`src/rtl/spmv_csr_feeder.sv`:
```
// CSR walker feeding SpMV_core: streams (val[k], x[col[k]], k) one nonzero per beat,
// prefetching k+1 under beat k, then captures the core result for the host.
module spmv_csr_feeder #(
    parameter int DATA_W      = 16,
    parameter int IDX_W       = 8,
    parameter int ROWS        = 16,
    parameter int BEAT_CYCLES = 4
) (
    input  logic                      i_clk,
    input  logic                      i_rstn,
    input  logic                      i_start,
    input  logic [(ROWS+1)*IDX_W-1:0] i_row_ptr,
    output logic                      o_busy,
    output logic                      o_done,
    output logic [ROWS*DATA_W-1:0]    o_result,
    output logic                      o_nz_rd,
    output logic [IDX_W-1:0]          o_nz_addr,
    input  logic [DATA_W-1:0]         i_val_rdata,
    input  logic [IDX_W-1:0]          i_col_rdata,
    output logic                      o_x_rd,
    output logic [IDX_W-1:0]          o_x_addr,
    input  logic [DATA_W-1:0]         i_x_rdata,
    output logic                      o_core_start,
    output logic [DATA_W-1:0]         o_read_data_A,
    output logic [DATA_W-1:0]         o_read_data_B,
    output logic [IDX_W-1:0]          o_count,
    output logic [(ROWS+1)*IDX_W-1:0] o_row_ptr,
    input  logic                      i_core_done,
    input  logic [ROWS*DATA_W-1:0]    i_core_register
);

    localparam int BW = (BEAT_CYCLES > 1) ? $clog2(BEAT_CYCLES) : 1;
    localparam logic [BW-1:0]    B_ONE  = BW'(1);
    localparam logic [BW-1:0]    B_TWO  = BW'(2);
    localparam logic [BW-1:0]    B_LAST = BW'(BEAT_CYCLES - 1);
    localparam logic [IDX_W-1:0] K_ONE  = {{(IDX_W-1){1'b0}}, 1'b1};

    localparam logic [2:0] S_IDLE  = 3'd0;
    localparam logic [2:0] S_PRIME = 3'd1;
    localparam logic [2:0] S_RUN   = 3'd2;
    localparam logic [2:0] S_WAIT  = 3'd3;
    localparam logic [2:0] S_DONE  = 3'd4;

    typedef struct packed {
        logic [DATA_W-1:0] a;
        logic [DATA_W-1:0] b;
        logic [IDX_W-1:0]  cnt;
    } beat_t;

    logic [2:0]                r_state;
    logic [1:0]                r_ph;
    logic [BW-1:0]             r_beat;
    logic [IDX_W-1:0]          r_k;
    logic [IDX_W-1:0]          r_nnz;
    logic [DATA_W-1:0]         r_sh_val;
    logic [DATA_W-1:0]         r_sh_x;
    beat_t                     r_out;
    logic                      r_core_start;
    logic                      r_busy;
    logic                      r_done;
    logic [ROWS*DATA_W-1:0]    r_result;
    logic [(ROWS+1)*IDX_W-1:0] r_row_ptr;

    logic [IDX_W-1:0]  w_top;
    logic [IDX_W-1:0]  w_k_nxt;
    logic              w_more;
    logic              w_nz_rd;
    logic              w_x_rd;
    logic [IDX_W-1:0]  w_nz_addr;
    logic [DATA_W-1:0] w_x_next;

    assign w_top   = i_row_ptr[ROWS*IDX_W +: IDX_W];
    assign w_k_nxt = r_k + K_ONE;
    assign w_more  = ({1'b0, r_k} + {1'b0, K_ONE}) < {1'b0, r_nnz};
    // With a 3-cycle beat the x word lands on the same edge that swaps the beat.
    assign w_x_next = (r_beat == B_TWO) ? i_x_rdata : r_sh_x;

    always_comb begin
        w_nz_rd   = 1'b0;
        w_x_rd    = 1'b0;
        w_nz_addr = '0;
        if (r_state == S_PRIME) begin
            w_nz_rd = (r_ph == 2'd0);
            w_x_rd  = (r_ph == 2'd1);
        end else if (r_state == S_RUN && w_more) begin
            w_nz_rd   = (r_beat == '0);
            w_x_rd    = (r_beat == B_ONE);
            w_nz_addr = w_k_nxt;
        end
    end

    assign o_nz_rd   = w_nz_rd;
    assign o_nz_addr = w_nz_rd ? w_nz_addr : '0;
    assign o_x_rd    = w_x_rd;
    assign o_x_addr  = w_x_rd ? i_col_rdata : '0;

    always_ff @(posedge i_clk or negedge i_rstn) begin
        if (!i_rstn) begin
            r_state      <= S_IDLE;
            r_ph         <= '0;
            r_beat       <= '0;
            r_k          <= '0;
            r_nnz        <= '0;
            r_sh_val     <= '0;
            r_sh_x       <= '0;
            r_out        <= '0;
            r_core_start <= 1'b0;
            r_busy       <= 1'b0;
            r_done       <= 1'b0;
            r_result     <= '0;
            r_row_ptr    <= '0;
        end else begin
            r_done <= 1'b0;
            case (r_state)
                S_IDLE: begin
                    // r_done still high here means this is the o_done cycle: drop the start.
                    if (i_start && !r_done) begin
                        r_row_ptr <= i_row_ptr;
                        r_nnz     <= w_top;
                        r_k       <= '0;
                        r_ph      <= '0;
                        r_beat    <= '0;
                        r_busy    <= 1'b1;
                        r_state   <= (w_top == '0) ? S_DONE : S_PRIME;
                    end
                end
                S_PRIME: begin
                    r_ph <= r_ph + 2'd1;
                    if (r_ph == 2'd1)
                        r_sh_val <= i_val_rdata;
                    if (r_ph == 2'd2) begin
                        r_out.a      <= r_sh_val;
                        r_out.b      <= i_x_rdata;
                        r_out.cnt    <= '0;
                        r_core_start <= 1'b1;
                        r_beat       <= '0;
                        r_state      <= S_RUN;
                    end
                end
                S_RUN: begin
                    if (w_more && r_beat == B_ONE)
                        r_sh_val <= i_val_rdata;
                    if (w_more && r_beat == B_TWO)
                        r_sh_x <= i_x_rdata;
                    if (r_beat == B_LAST) begin
                        r_beat <= '0;
                        if (w_more) begin
                            r_out.a   <= r_sh_val;
                            r_out.b   <= w_x_next;
                            r_out.cnt <= w_k_nxt;
                            r_k       <= w_k_nxt;
                        end else begin
                            r_core_start <= 1'b0;
                            r_state      <= S_WAIT;
                        end
                    end else begin
                        r_beat <= r_beat + B_ONE;
                    end
                end
                S_WAIT: begin
                    r_core_start <= 1'b0;
                    if (i_core_done) begin
                        r_result <= i_core_register;
                        r_state  <= S_DONE;
                    end
                end
                S_DONE: begin
                    r_done  <= 1'b1;
                    r_busy  <= 1'b0;
                    if (r_nnz == '0)
                        r_result <= '0;
                    r_state <= S_IDLE;
                end
                default: r_state <= S_IDLE;
            endcase
        end
    end

    assign o_busy        = r_busy;
    assign o_done        = r_done;
    assign o_result      = r_result;
    assign o_core_start  = r_core_start;
    assign o_read_data_A = r_out.a;
    assign o_read_data_B = r_out.b;
    assign o_count       = r_out.cnt;
    assign o_row_ptr     = r_row_ptr;

endmodule
```
`config.mk`:
```
export PLATFORM = sky130hd
export DESIGN_NAME = spmv_csr_feeder
export DESIGN_NICKNAME = d
export VERILOG_FILES = /design/src/rtl/spmv_csr_feeder.sv
export SDC_FILE = /design/constraint.sdc
export NUM_CORES = 1
export LEC_CHECK = 0
export CORE_AREA = 10 10 337 339
export CTS_CLUSTER_DIAMETER = 120
export DETAILED_ROUTE_END_ITERATION = 6
export DIE_AREA = 0 0 347 349
export HOLD_SLACK_MARGIN = 0.08
export PLACE_DENSITY = 0.45
export SYNTH_ARGS = -nofsm -noshare
export SYNTH_HDL_FRONTEND = slang
export SYNTH_SLANG_ARGS = --single-unit
```
`constraint.sdc`:
```
create_clock -name i_clk -period 7.06 [get_ports i_clk]
set_input_delay 1.412 -clock i_clk [delete_from_list [all_inputs] [get_ports i_clk]]
set_output_delay 1.412 -clock i_clk [all_outputs]
set_load 0.01 [all_outputs]
```
==> Word level (Yosys, flattened, before mapping) <==
Cells that the tools add are included.
{ "op_classes": {"addsub": 4, "muxes": 42, "reduce_logical": 28, "eq_ne": 18, "order_cmp": 1} }
{ "ops": {"columns": ["operator", "count"], "rows": [
  ["256-bit 2-to-1 mux", 2],
  ["256-bit case mux with 2 select lines", 1],
  ["40-bit 2-to-1 mux", 3],
  ["40-bit case mux with 2 select lines", 1],
  ["8-bit 2-to-1 mux", 7],
  ["16-bit 2-to-1 mux", 3],
  ["16-bit case mux with 2 select lines", 1],
  ["3-bit 2-to-1 mux", 6],
  ["8-bit zero test", 2],
  ["8-bit case mux with 2 select lines", 1],
  ["3-bit case mux with 4 select lines", 1],
  ["4-bit AND reduction", 3],
  ["2-bit != test (second input constant)", 5],
  ["2-bit nonzero test", 5],
  ["8-bit by 1-bit adder with 9-bit output (second input constant)", 1],
  ["9-bit by 8-bit < comparator with 1-bit output", 1],
  ["1-bit 2-to-1 mux", 9],
  ["3-bit AND reduction", 3],
  ["8-bit by 1-bit adder with 8-bit output (second input constant)", 1],
  ["2-bit by 1-bit != test with 1-bit output (second input constant)", 4],
  ["2-bit AND reduction", 4],
  ["2-bit == test (second input constant)", 3],
  ["3-bit by 2-bit == test with 1-bit output (second input constant)", 2],
  ["2-bit 2-to-1 mux", 3],
  ["other kinds (14)", 21]
]} }
{ "word_totals": {"register_bits": 490, "output_inout_bits": 453, "word_cells": 108, "inputBits": 436} }

==> Logic depth before layout (Yosys ltp) <==
{ "depth": {"ltp_word": 6, "ltp_mapped": 13, "mapped_depth_nobuf": 11} }

==> Worst setup path before layout <==
No wires, ideal clock.
{ "synth_path": {"path_kind": "flip-flop to output port", "from": "register r_k[0]", "to": "output o_x_addr[0]", "arrival_time_ps": 2733, "required_time_ps": 5648, "slack_ps": 2915, "path_stages_with_launch": 13, "path_buffers": 1, "path_cell_list": "dfrtp_1 -> ha_1 -> nand3_2 -> nor2_1 -> xnor2_1 -> inv_1 -> ha_1 -> a21o_1 -> a21oi_1 -> and3_2 -> clkbuf_1 -> a21oi_2 -> nor3b_1"} }
{ "synth_between": {"elab_chain_cells": 6} }
{ "synth_lines": {"columns": ["element", "line", "text"], "rows": [
  ["from (decl)", "53", "logic [IDX_W-1:0] r_k;"],
  ["from (signal assigned)", "151", "r_k <= w_k_nxt;"],
  ["8-bit by 1-bit adder with 9-bit output", "74", "assign w_more = ({1'b0, r_k} + {1'b0, K_ONE}) < {1'b0, r_nnz};"],
  ["9-bit by 8-bit < comparator with 1-bit output", "74", null],
  ["1-bit logical AND", "85", "end else if (r_state == S_RUN && w_more) begin"],
  ["1-bit 2-to-1 mux", "85", null],
  ["1-bit 2-to-1 mux", "82", "if (r_state == S_PRIME) begin"],
  ["8-bit 2-to-1 mux", "95", "assign o_x_addr = w_x_rd ? i_col_rdata : '0;"],
  ["to (decl)", "21", "output logic [IDX_W-1:0] o_x_addr,"]
]} }
Every way passes these cells.

==> Worst setup path after layout <==
{ "layout_path": {"from": "register r_k[0]", "to": "output o_x_addr[3]"} }
The elaborated chain is that of the path after synthesis.

==> results_dict.tcl <==
set metrics [dict create \
    root_buffer "clkbuf_16" \
    numPortBuffers 888 \
    cts_buffer_depth 3 \
    rrSetupSlack_ns 3.64 \
    grt_busiest_layer "met2" \
    rr_startpoint "r_k[0]" \
    setup_viol 0 \
    clock_latency_ns 0.62 \
    leakagePower_nw 14.1 \
    power_density_nw_per_um2 436 \
    antenna_found_initial 23 \
    tritoncts "yes" \
    peakVddDrop_mv 0.204 \
    clk_pin_slew_worst_paths_ns 0.05 \
    power_switching_mw 4.92 \
    ys_types 48 \
    crit_top_cell "ha_1" \
    finalSetupTns_ns 0 \
    synth_area_leaders "dfrtp_1 (61%), mux2_2 (11%), nand2_1 (10%)" \
    postSynthCellCount 1824 \
    grt_max_degree 155 \
    multiInputGateArea_sq_um 7000 \
    postRouteAntennaNets 0 \
    seqPwrFrac_pct 32.8 \
    wire_per_inst_um 22.3 \
    fp.dieH_um 349 \
    synth_edf_count 0 \
    synth-seq-cells 482 \
    vias 16800 \
    cts_resized 0 \
    path_buf_inv 2 \
    gp_congestion 0.788 \
    final_nets 3128 \
    holdCritStartpoint "o_result[54]" \
    post_dp_cell_area_sq_um 30000 \
    holdBufCountCts 0 \
    ff2ff_path_depth 12 \
    die_w_um 347 \
    path_max_fanout 17 \
    comb_power_share_pct 43.1 \
    slowest_stage "clkdlybuf4s50_1" \
    status "complete, no violations" \
    worst_r2r_endpoint "o_read_data_B[2]" \
    fin_util_pct 30.3 \
    fp.coreArea_sq_um 107000 \
    cts_inserted_buffers 68 \
    post_cts_buffers 0 \
    dp_hpwl_um 69200 \
    finalWorstPathRequiredPeriod_ns 5.62 \
    start_util_pct 18.4 \
    htree_num_levels 3 \
    hold_slack_ns 0.460 \
    intPower_mw 9.16 \
    gr-usage-met3_pct 6.04 \
    tightestPinTransition_ns 1.21 \
    area_delta_synth_final_pct 64.0 \
    drc 0 \
    yosysTopAreaCellShare_pct 61.3 \
    core.rowCount 120 \
    drv_cap 0 \
    grt_first_pass_wirelength_um 131000 \
    grt_pass1_vias 17600 \
    layout-drive-gt1-share_pct 12.2 \
    worstSetupPathType "reg2out" \
    n_fill_cell 11100 \
    timing.final.crit_share_pct 79.6 \
    dr.pass1.iters 5 \
    rsz0062_at_grt "false" \
    fin_skew_ns 0.0461 \
    grt_remaining_overflow 0 \
    netlist_area_sq_um 19700 \
    maxSlewHeadroom_pct 19.3 \
    hold_class "reg2reg" \
    syn_area_per_cell_sq_um 10.8 \
    cp-end-kind "output port" \
    fmax_mhz 178 \
    finish.instance_area_sq_um 32300 \
    worstPathArrival_ns 4.21 \
    dieArea_sq_um 121000 \
    required_ns 5.65 \
    grt_use_met2_pct 25.3 \
    ys_seq_area_share_pct 61.3 \
    worstHoldPathCells 2 \
    start_kind "register" \
    ys.flop_type "dfrtp_1" \
    preCtsSetupSlack_ns 2.12 \
    grtUsageMet1_pct 16.0 \
    grt_use_total_pct 14.6 \
    drtIter0Drc 871 \
    cts_sinks 482 \
    clkPwrFrac_pct 24.1 \
    setup_slack_ns 1.44 \
    timing.critical_path.max_delay_family "simple AND/OR/NAND/NOR gates" \
    slew_violations 0 \
    hold_violations 0 \
    totalWireLength_um 92400 \
    switching_share_pct 34.9 \
    synth_top_area_cell "dfrtp_1" \
    path_cells "ha_1, nand3_2, nor2_1, xnor2_1, inv_1, ha_1, a21o_1, a21oi_1, and3_2, a21oi_2, nor3b_1, clkdlybuf4s50_1" \
    io_pins 889 \
    yosys_warnings 0 \
    min_to "o_result[54]" \
    async_reset_ff_share_pct 100 \
    seq_area_sq_um 12100 \
    cpPeakStageDelay_ns 0.58 \
    synth_fp_nets 2275 \
    via_per_inst 4.06 \
]
## final cells by class
class | instances | share of cell area [%]
Inverter | 22 | 0.256
Clock buffer | 105 | 6.21
Tap cell | 1403 | 5.44
Sequential cell | 482 | 37.4
Timing Repair Buffer | 910 | 28.3
Clock inverter | 17 | 0.578
Antenna cell | 10 | 0.0776
Multi-Input combinational cell | 1193 | 21.7
## tightest hold or removal path: stages (launching register included)
cell     delay (ns)
dfrtp_1        0.33
nand2_1        0.05
nand2_1        0.05
## cells by family (layout without fill, tap and decap cells)
group           after synthesis  in the layout  share of synthesized area (%)
simple gates                891            891                           19.9
flops                       482            482                           61.3
mux                         194            194                           11.3
buf+inv                     149           1054                           3.26
compound gates               87             87                           3.02
fa+ha+maj                    15             15                          0.954
xor+xnor                      6              6                          0.267
other cells                   0             10                              0
## flip-flops by register name (all words and copies together), names as in the netlist, 2 cells and up
signal,flops
r_nnz,8
r_sh_x,16
r_k,8
o_result,256
r_ph,2
o_read_data_A,16
o_row_ptr,128
r_state,3
o_count,8
r_sh_val,16
r_beat,2
o_read_data_B,16
## cells in the final DEF (no fill, tap or decap), types with 3 or more instances in the layout
master / n
a21o_1: 7
a21oi_1: 22
a21oi_2: 4
a22o_1: 16
and3_1: 18
buf_12: 7
buf_4: 15
clkbuf_1: 23
clkbuf_16: 70
clkbuf_8: 12
clkdlybuf4s50_1: 887
clkinv_2: 7
clkinv_8: 3
dfrtp_1: 482
diode_2: 10
ha_1: 15
inv_1: 22
inv_6: 4
mux2_2: 184
mux2_4: 10
nand2_1: 525
nand2b_1: 3
nand3_1: 276
nand4_1: 18
nor2_1: 16
nor2b_1: 5
nor3b_1: 8
nor4_1: 4
o211ai_1: 16
o21ai_0: 11
xnor2_1: 3
xor2_1: 3
## through the flow
step	power, mW	cells
after floorplan	7.12	1824
after global placement	10.9	4010
after detailed placement	10.9	4010
after CTS	14.4	4132
after global routing	15.0	4137
final	14.1	4142
## how the worst max path moves through the flow
stage	from	end	cells after the start
floorplan	r_k[0]	o_x_addr[0]	12
global placement	r_k[0]	o_x_addr[5]	12
detailed placement	r_k[0]	o_x_addr[3]	12
CTS	r_k[0]	o_x_addr[3]	12
global route	r_k[0]	o_x_addr[0]	12
finish	r_k[0]	o_x_addr[3]	12
## Yosys cell counts, drive strengths merged, types with 2 or more instances
cell type	count
nand3	278
xor2	3
a22o	16
a21o	7
nor3	2
or4	2
nor3b	8
o31ai	2
mux2	194
nor4	4
xnor2	3
or3	2
nand2b	3
buf	48
ha	15
nand4	18
a21bo	2
nand2	526
clkbuf	79
dfrtp	482
nand3b	2
o21ai	11
inv	22
nor2	17
o211ai	16
nor2b	5
and3	20
a21oi	26
a31oi	2
## metal layers
| layer | share of wire, % | wire (um) |
|---|---|---|
| met1 | 38 | 34700 |
| met2 | 50 | 46200 |
| met3 | 9.0 | 8350 |
| met4 | 3.2 | 2960 |
| met5 | 0.20 | 185 |
## power groups by stage
stage,logic [mW],clock network (mW),registers [mW]
global placement,6.25,0,4.63
global route,6.55,3.65,4.80
finish,6.06,3.39,4.62
detailed placement,6.24,0,4.66
CTS,6.26,3.54,4.64
floorplan,2.00,0,5.13
No activity file was read; power rests on OpenSTA's default activity.
